==> src/rtl/radix_digit_extractor_if.sv <==
// Start/busy/done handshake and result bus for the radix digit extractor.
interface radix_digit_extractor_if #(
    parameter int WIDTH = 32,
    parameter int NDIG  = 6,
    parameter int DW    = 4
);
    logic              start;
    logic [WIDTH-1:0]  value;
    logic [DW:0]       radix;
    logic              busy;
    logic              done;
    logic              err;
    logic              overflow;
    logic [NDIG*DW-1:0] digits;
    logic [NDIG*7-1:0]  seg;

    modport master (output start, value, radix,
                    input  busy, done, err, overflow, digits, seg);
    modport slave  (input  start, value, radix,
                    output busy, done, err, overflow, digits, seg);
endinterface

==> src/rtl/radix_digit_extractor.sv <==
// Unsigned binary to NDIG radix-N digits using one shared iterative restoring
// divider, with active-low seven-segment decode and optional leading-zero blanking.
module radix_digit_extractor #(
    parameter int WIDTH = 32,
    parameter int NDIG  = 6,
    parameter int DW    = 4,
    parameter int LZB   = 0
) (
    input  logic clk,
    input  logic rst,
    radix_digit_extractor_if.slave bus
);
    localparam int CW = $clog2(WIDTH);
    localparam int KW = $clog2(NDIG + 1);
    localparam logic [DW:0] RADIX_MAX = (DW+1)'(1) << DW;

    typedef enum logic [1:0] {IDLE, DIV, NEXT, DONE} stateT;

    stateT                  state;
    logic [WIDTH-1:0]       dvd;
    logic [DW:0]            rem;
    logic [DW:0]            radixQ;
    logic [CW-1:0]          bitCnt;
    logic [KW-1:0]          digIdx;
    logic [NDIG-1:0][DW-1:0] shadow;
    logic [NDIG-1:0][DW-1:0] nextShadow;
    logic [NDIG-1:0][DW-1:0] digitsQ;
    logic                   busyQ, doneQ, errQ, ovfQ;
    logic [DW+1:0]          trial, diff;
    logic                   geq, radixOk, lastDig;

    function automatic logic [6:0] hexSeg(input logic [DW-1:0] d);
        case (32'(d))
            0:  return 7'h40;
            1:  return 7'h79;
            2:  return 7'h24;
            3:  return 7'h30;
            4:  return 7'h19;
            5:  return 7'h12;
            6:  return 7'h02;
            7:  return 7'h78;
            8:  return 7'h00;
            9:  return 7'h10;
            10: return 7'h08;
            11: return 7'h03;
            12: return 7'h46;
            13: return 7'h21;
            14: return 7'h06;
            15: return 7'h0E;
            default: return 7'h7F;
        endcase
    endfunction

    // Borrow out of the trial subtraction decides the quotient bit.
    always_comb begin
        trial      = {rem, dvd[WIDTH-1]};
        diff       = trial - {1'b0, radixQ};
        geq        = ~diff[DW+1];
        radixOk    = (bus.radix >= (DW+1)'(2)) && (bus.radix <= RADIX_MAX);
        lastDig    = (digIdx == KW'(NDIG - 1));
        nextShadow = shadow;
        nextShadow[digIdx] = rem[DW-1:0];
    end

    always_ff @(posedge clk or posedge rst) begin
        if (rst) begin
            state   <= IDLE;
            dvd     <= '0;
            rem     <= '0;
            radixQ  <= '0;
            bitCnt  <= '0;
            digIdx  <= '0;
            shadow  <= '0;
            digitsQ <= '0;
            busyQ   <= 1'b0;
            doneQ   <= 1'b0;
            errQ    <= 1'b0;
            ovfQ    <= 1'b0;
        end else begin
            case (state)
                IDLE: begin
                    doneQ <= 1'b0;
                    if (bus.start) begin
                        dvd    <= bus.value;
                        radixQ <= bus.radix;
                        rem    <= '0;
                        bitCnt <= '0;
                        digIdx <= '0;
                        if (radixOk) begin
                            busyQ <= 1'b1;
                            state <= DIV;
                        end else begin
                            state <= DONE;
                        end
                    end
                end
                DIV: begin
                    dvd <= {dvd[WIDTH-2:0], geq};
                    rem <= geq ? diff[DW:0] : trial[DW:0];
                    if (bitCnt == CW'(WIDTH - 1)) begin
                        bitCnt <= '0;
                        state  <= NEXT;
                    end else begin
                        bitCnt <= bitCnt + CW'(1);
                    end
                end
                NEXT: begin
                    shadow <= nextShadow;
                    rem    <= '0;
                    digIdx <= digIdx + KW'(1);
                    if (lastDig) begin
                        digitsQ <= nextShadow;
                        ovfQ    <= |dvd;
                        errQ    <= 1'b0;
                        doneQ   <= 1'b1;
                        busyQ   <= 1'b0;
                        state   <= DONE;
                    end else begin
                        state <= DIV;
                    end
                end
                DONE: begin
                    // Entered with done low only on the illegal-radix path:
                    // spend one cycle there, then raise done with err.
                    if (doneQ) begin
                        doneQ <= 1'b0;
                        state <= IDLE;
                    end else begin
                        doneQ   <= 1'b1;
                        errQ    <= 1'b1;
                        ovfQ    <= 1'b0;
                        digitsQ <= '0;
                    end
                end
                default: state <= IDLE;
            endcase
        end
    end

    logic [NDIG-1:0][6:0] segQ;
    logic                 anyNz;

    always_comb begin
        anyNz = 1'b0;
        segQ  = '0;
        for (int k = NDIG - 1; k >= 0; k--) begin
            anyNz = anyNz | (|digitsQ[k]);
            if (LZB != 0 && k != 0 && !anyNz) segQ[k] = 7'h7F;
            else                              segQ[k] = hexSeg(digitsQ[k]);
        end
    end

    assign bus.busy     = busyQ;
    assign bus.done     = doneQ;
    assign bus.err      = errQ;
    assign bus.overflow = ovfQ;
    assign bus.digits   = digitsQ;
    assign bus.seg      = segQ;
endmodule

==> src/flat_wrapper.sv <==
// flat-port wrapper written by rule: the top's interface ports become plain ports
module radix_digit_extractor_flat 
#(
    parameter int WIDTH = 32,
    parameter int NDIG  = 6,
    parameter int DW    = 4,
    parameter int LZB   = 0
)
  (clk, rst, bus_start, bus_value, bus_radix, bus_busy, bus_done, bus_err, bus_overflow, bus_digits, bus_seg);
  radix_digit_extractor_if #(.WIDTH(WIDTH), .NDIG(NDIG), .DW(DW)) bus_i ();
  input  logic clk;
  input  logic rst;
  input wire logic [$bits(bus_i.start)-1:0] bus_start;
  input wire logic [$bits(bus_i.value)-1:0] bus_value;
  input wire logic [$bits(bus_i.radix)-1:0] bus_radix;
  output wire logic [$bits(bus_i.busy)-1:0] bus_busy;
  output wire logic [$bits(bus_i.done)-1:0] bus_done;
  output wire logic [$bits(bus_i.err)-1:0] bus_err;
  output wire logic [$bits(bus_i.overflow)-1:0] bus_overflow;
  output wire logic [$bits(bus_i.digits)-1:0] bus_digits;
  output wire logic [$bits(bus_i.seg)-1:0] bus_seg;
  assign bus_i.start = bus_start;
  assign bus_i.value = bus_value;
  assign bus_i.radix = bus_radix;
  assign bus_busy = bus_i.busy;
  assign bus_done = bus_i.done;
  assign bus_err = bus_i.err;
  assign bus_overflow = bus_i.overflow;
  assign bus_digits = bus_i.digits;
  assign bus_seg = bus_i.seg;
  radix_digit_extractor #(.WIDTH(WIDTH), .NDIG(NDIG), .DW(DW), .LZB(LZB)) u_core (.clk(clk), .rst(rst), .bus(bus_i));
endmodule
==> config.mk <==
export PLATFORM = sky130hd
export DESIGN_NAME = radix_digit_extractor_flat
export DESIGN_NICKNAME = d
export VERILOG_FILES = /design/src/rtl/radix_digit_extractor_if.sv /design/src/rtl/radix_digit_extractor.sv /design/src/flat_wrapper.sv
export SDC_FILE = /design/constraint.sdc
export NUM_CORES = 1
export LEC_CHECK = 0
export CAP_MARGIN = 20
export CORE_ASPECT_RATIO = 1.2
export CORE_MARGIN = 2
export CORE_UTILIZATION = 58
export DETAILED_ROUTE_END_ITERATION = 7
export GPL_TIMING_DRIVEN = 0
export PLACE_DENSITY = 0.86
export SLEW_MARGIN = 20
export SYNTH_ARGS = -nofsm -noshare
export SYNTH_HDL_FRONTEND = slang
export SYNTH_SLANG_ARGS = --single-unit
==> constraint.sdc <==
create_clock -name clk -period 6.2 [get_ports clk]
set_input_delay 1.55 -clock clk [delete_from_list [all_inputs] [get_ports clk]]
set_output_delay 1.55 -clock clk [all_outputs]
set_load 0.1 [all_outputs]
==> run metrics <==
Vert. Die Dim=about 120 µm; leakage=3.32 nW; CP delay by family, top=buffers and inverters; Setup Skew=0.0104 ns; Die ar.=about 0.012 mm²; ANT cells=0; Placed Instances=between 800 and 900; status=finished, final reports clean; P&R area growth vs syn=25.4%; R2R depth=6; Num CTS Buffers=9; routed len/inst=around 17 µm; Rows=a little over 40; clock tree sinks=104; Post-synth ARST share=100%; RR Endpoint=u_core.bus.digits[23]$_DFFE_PP0P_; postcts setup bufs=0; required time of the critical path=approximately 4.7 ns; hold buffer count at CTS=0; synth top area cells=dfrtp_1 (41%), mux2i_1 (9.6%), ha_1 (8.9%), mux2_2 (4.8%), nand2_1 (4.7%); crit path capture type=output port; Min-Delay Path Depth=1; Yosys top cell area share=between 40 and 50%; Crit path largest cell delay=about 1.2 ns; first-pass GRT wire length=26100 µm; unrepaired setup endpoints after global routing=false; peak supply drop=between 0.2 and 0.3 mV; Clock Tree Buf Depth=2; Port Buf Inserts=around 110; Hold Vio Cnt, Final=0; Detailed Route Iter0 Violations=just over 300; main flop type after synthesis=dfrtp_1; PnR worst setup slack=between 1.5 and 2 ns; TritonCTS clock tree=done; Overall Global Routing Usage=a little over a quarter; Worst-Margin Slew=about 1.0 ns; fmax=around 220 MHz; largest area contributor in the netlist=dfrtp_1; Initial Utilization=approximately three fifths; CP Max Fanout=7; Netlist cell types=52; Relative slew margins=31.9%; Layout Cells excl Fill=~900; post-synthesis average cell area=between 9 and 10 µm²; Root Driver=clkbuf_16; Post-synth EDFFs=0; syn_nets=735; clk slew on worst S/H paths=around 0.070 ns; H-tree Lvls=3; pins over their slew limit=0; register bit total from synthesis=104; initial antenna violation count=0; Hold WC Path Type=reg -> reg; router iterations before antenna repair=6; Finish-stage setup viols=0; Via Count=5285; post-layout util=around 75%; number of global-route vias before repair=approximately 5.5k; total grt overflow=0; Placed Area=approximately 0.0076 mm²; maxcap violations=0; share of layout cells above drive strength 1=9.81%; Worst Path Buf+Inv=2; Arrival @ worst endpoint=3.02 ns; synthesized area=between 0.006 and 0.007 mm²; I/O pin total=between 100 and 150; Syn. warnings=0; Die X-Extent=roughly 99 µm; Setup TNS Final=0 ns; reg-to-reg slack, setup=4.15 ns; routability congestion estimate=between 0.8 and 0.9; top-count cell post-synth=dfrtp_1; top cells by count, synth=dfrtp_1 (104), nand2_1 (80), mux2i_1 (61); post-DP HPWL=approximately 11000 µm; hold worst-path end=u_core.bus.digits[0]$_DFFE_PP0P_; post-DR vias/cell=approximately 5.8; PwrDens=367 mW/mm²; Nets=around 860; Final Hold Slack=between 0.5 and 0.6 ns; CTS resizes=0; Setup WS pre-CTS=approximately 2.0 ns; Worst setup SP type=register; final WL=15200 µm; hold path start=u_core.shadow[0]$_DFFE_PP0P_; Synth Instances=between 600 and 700; worst r2r src=u_core.digIdx[1]$_DFFE_PP0P_; DRC viols=0; Pwr Total=slightly below 3 mW; clock latency on the worst-skew pair=roughly 0.35 ns; largest net degree at the start of global routing=54; core footprint=0.0106 mm²; Critical Path, Cell by Cell=inv_1, ha_1, nor2b_1, or3b_2, o21ai_0, clkdlybuf4s50_1; Crit Path Category=reg -> out; slowest library cell on the worst path=clkdlybuf4s50_1; Antenna Nets Post-Route=0; Final Cycle Share=between 70 and 80%; Final min period=approximately 4.6 ns; sequential area share after synthesis=between 40% and 50%; post-route cell area=around 0.0080 mm²
==> metal layers <==
metal,track usage (%),share of wire [%],up-vias
met5,0,0,-
met2,49.4,54,123
met1,31.1,40,2587
li1,-,-,2548
met4,8.65,2.0,0
met3,4.79,3.9,27
==> flip-flops by register name, indices dropped and copies added, names as in the netlist, 2 cells and up <==
register,flops
u_core.dvd,32
u_core.bus.digits,24
u_core.shadow,24
u_core.bitCnt,5
u_core.radixQ,5
u_core.rem,5
u_core.digIdx,3
u_core.state,2
==> worst reg2reg max path, stage by stage (launching register included) <==
cell and delay [ns]:
dfrtp_1 0.36, buf_2 0.19, inv_2 0.08, ha_1 0.22
nand3_1 0.42, clkbuf_1 0.50, o2bb2ai_1 0.14
==> cells by family (layout without fill, tap and decap cells) <==
group / after synthesis / after routing / share of synthesized area (%)
flip-flops: 104 / 104 / 41.0
buffers and inverters: 64 / 190 / 4.16
AO/OA/AOI/OAI: 160 / 160 / 16.2
AND/OR/NAND/NOR: 181 / 181 / 14.0
multiplexers: 89 / 89 / 14.8
XOR/XNOR: 5 / 5 / 0.690
adder cells (fa/ha/maj): 46 / 46 / 9.19
==> where the power goes <==
part | switching, mW | internal (mW) | leakage [nW]
Clock | 0.257 | 0.369 | 0.161
Combinational | 0.775 | 0.494 | 1.78
Sequential | 0.151 | 0.879 | 1.38
Total | 1.18 | 1.74 | 3.32
==> layout by cell type (no fill, tap or decap), types with 9 or more instances in the layout <==
cell	n
inv_1	21
a22o_1	11
buf_2	16
ha_1	45
nor2_1	29
nor2b_1	13
nor3_1	9
clkbuf_16	9
mux2_2	27
dfrtp_1	104
mux2i_1	61
o2bb2ai_1	16
a21oi_1	35
o21ai_1	32
nand2_1	80
o21ai_0	40
clkbuf_1	24
clkdlybuf4s50_1	109
==> area by class of cell <==
type / count / area, µm²
buffer: 40 / 174
clock buffer: 11 / 243
clock inverter: 5 / 86.3
fill: 714 / 2610
inverter: 24 / 95.1
multi-input combinational: 481 / 3480
sequential: 104 / 2600
tap: 129 / 161
timing repair buffer: 110 / 1120
==> worst max-delay path by stage <==
stage / from / end / slack [ns] / depth (start not counted)
4_1_cts: u_core.bus.digits[17]$_DFFE_PP0P_ / bus_seg[28] / 1.62 / 6
3_3_place_gp: rst / u_core.bus.digits[10]$_DFFE_PP0P_ / 0.56 / 2
5_1_grt: u_core.bus.digits[17]$_DFFE_PP0P_ / bus_seg[28] / 1.48 / 6
3_5_place_dp: u_core.bus.digits[17]$_DFFE_PP0P_ / bus_seg[28] / 1.99 / 6
6_report: u_core.bus.digits[17]$_DFFE_PP0P_ / bus_seg[28] / 1.63 / 6
2_1_floorplan: u_core.bus.digits[4]$_DFFE_PP0P_ / bus_seg[11] / 0.91 / 5
(Power assumes the default switching activity.)
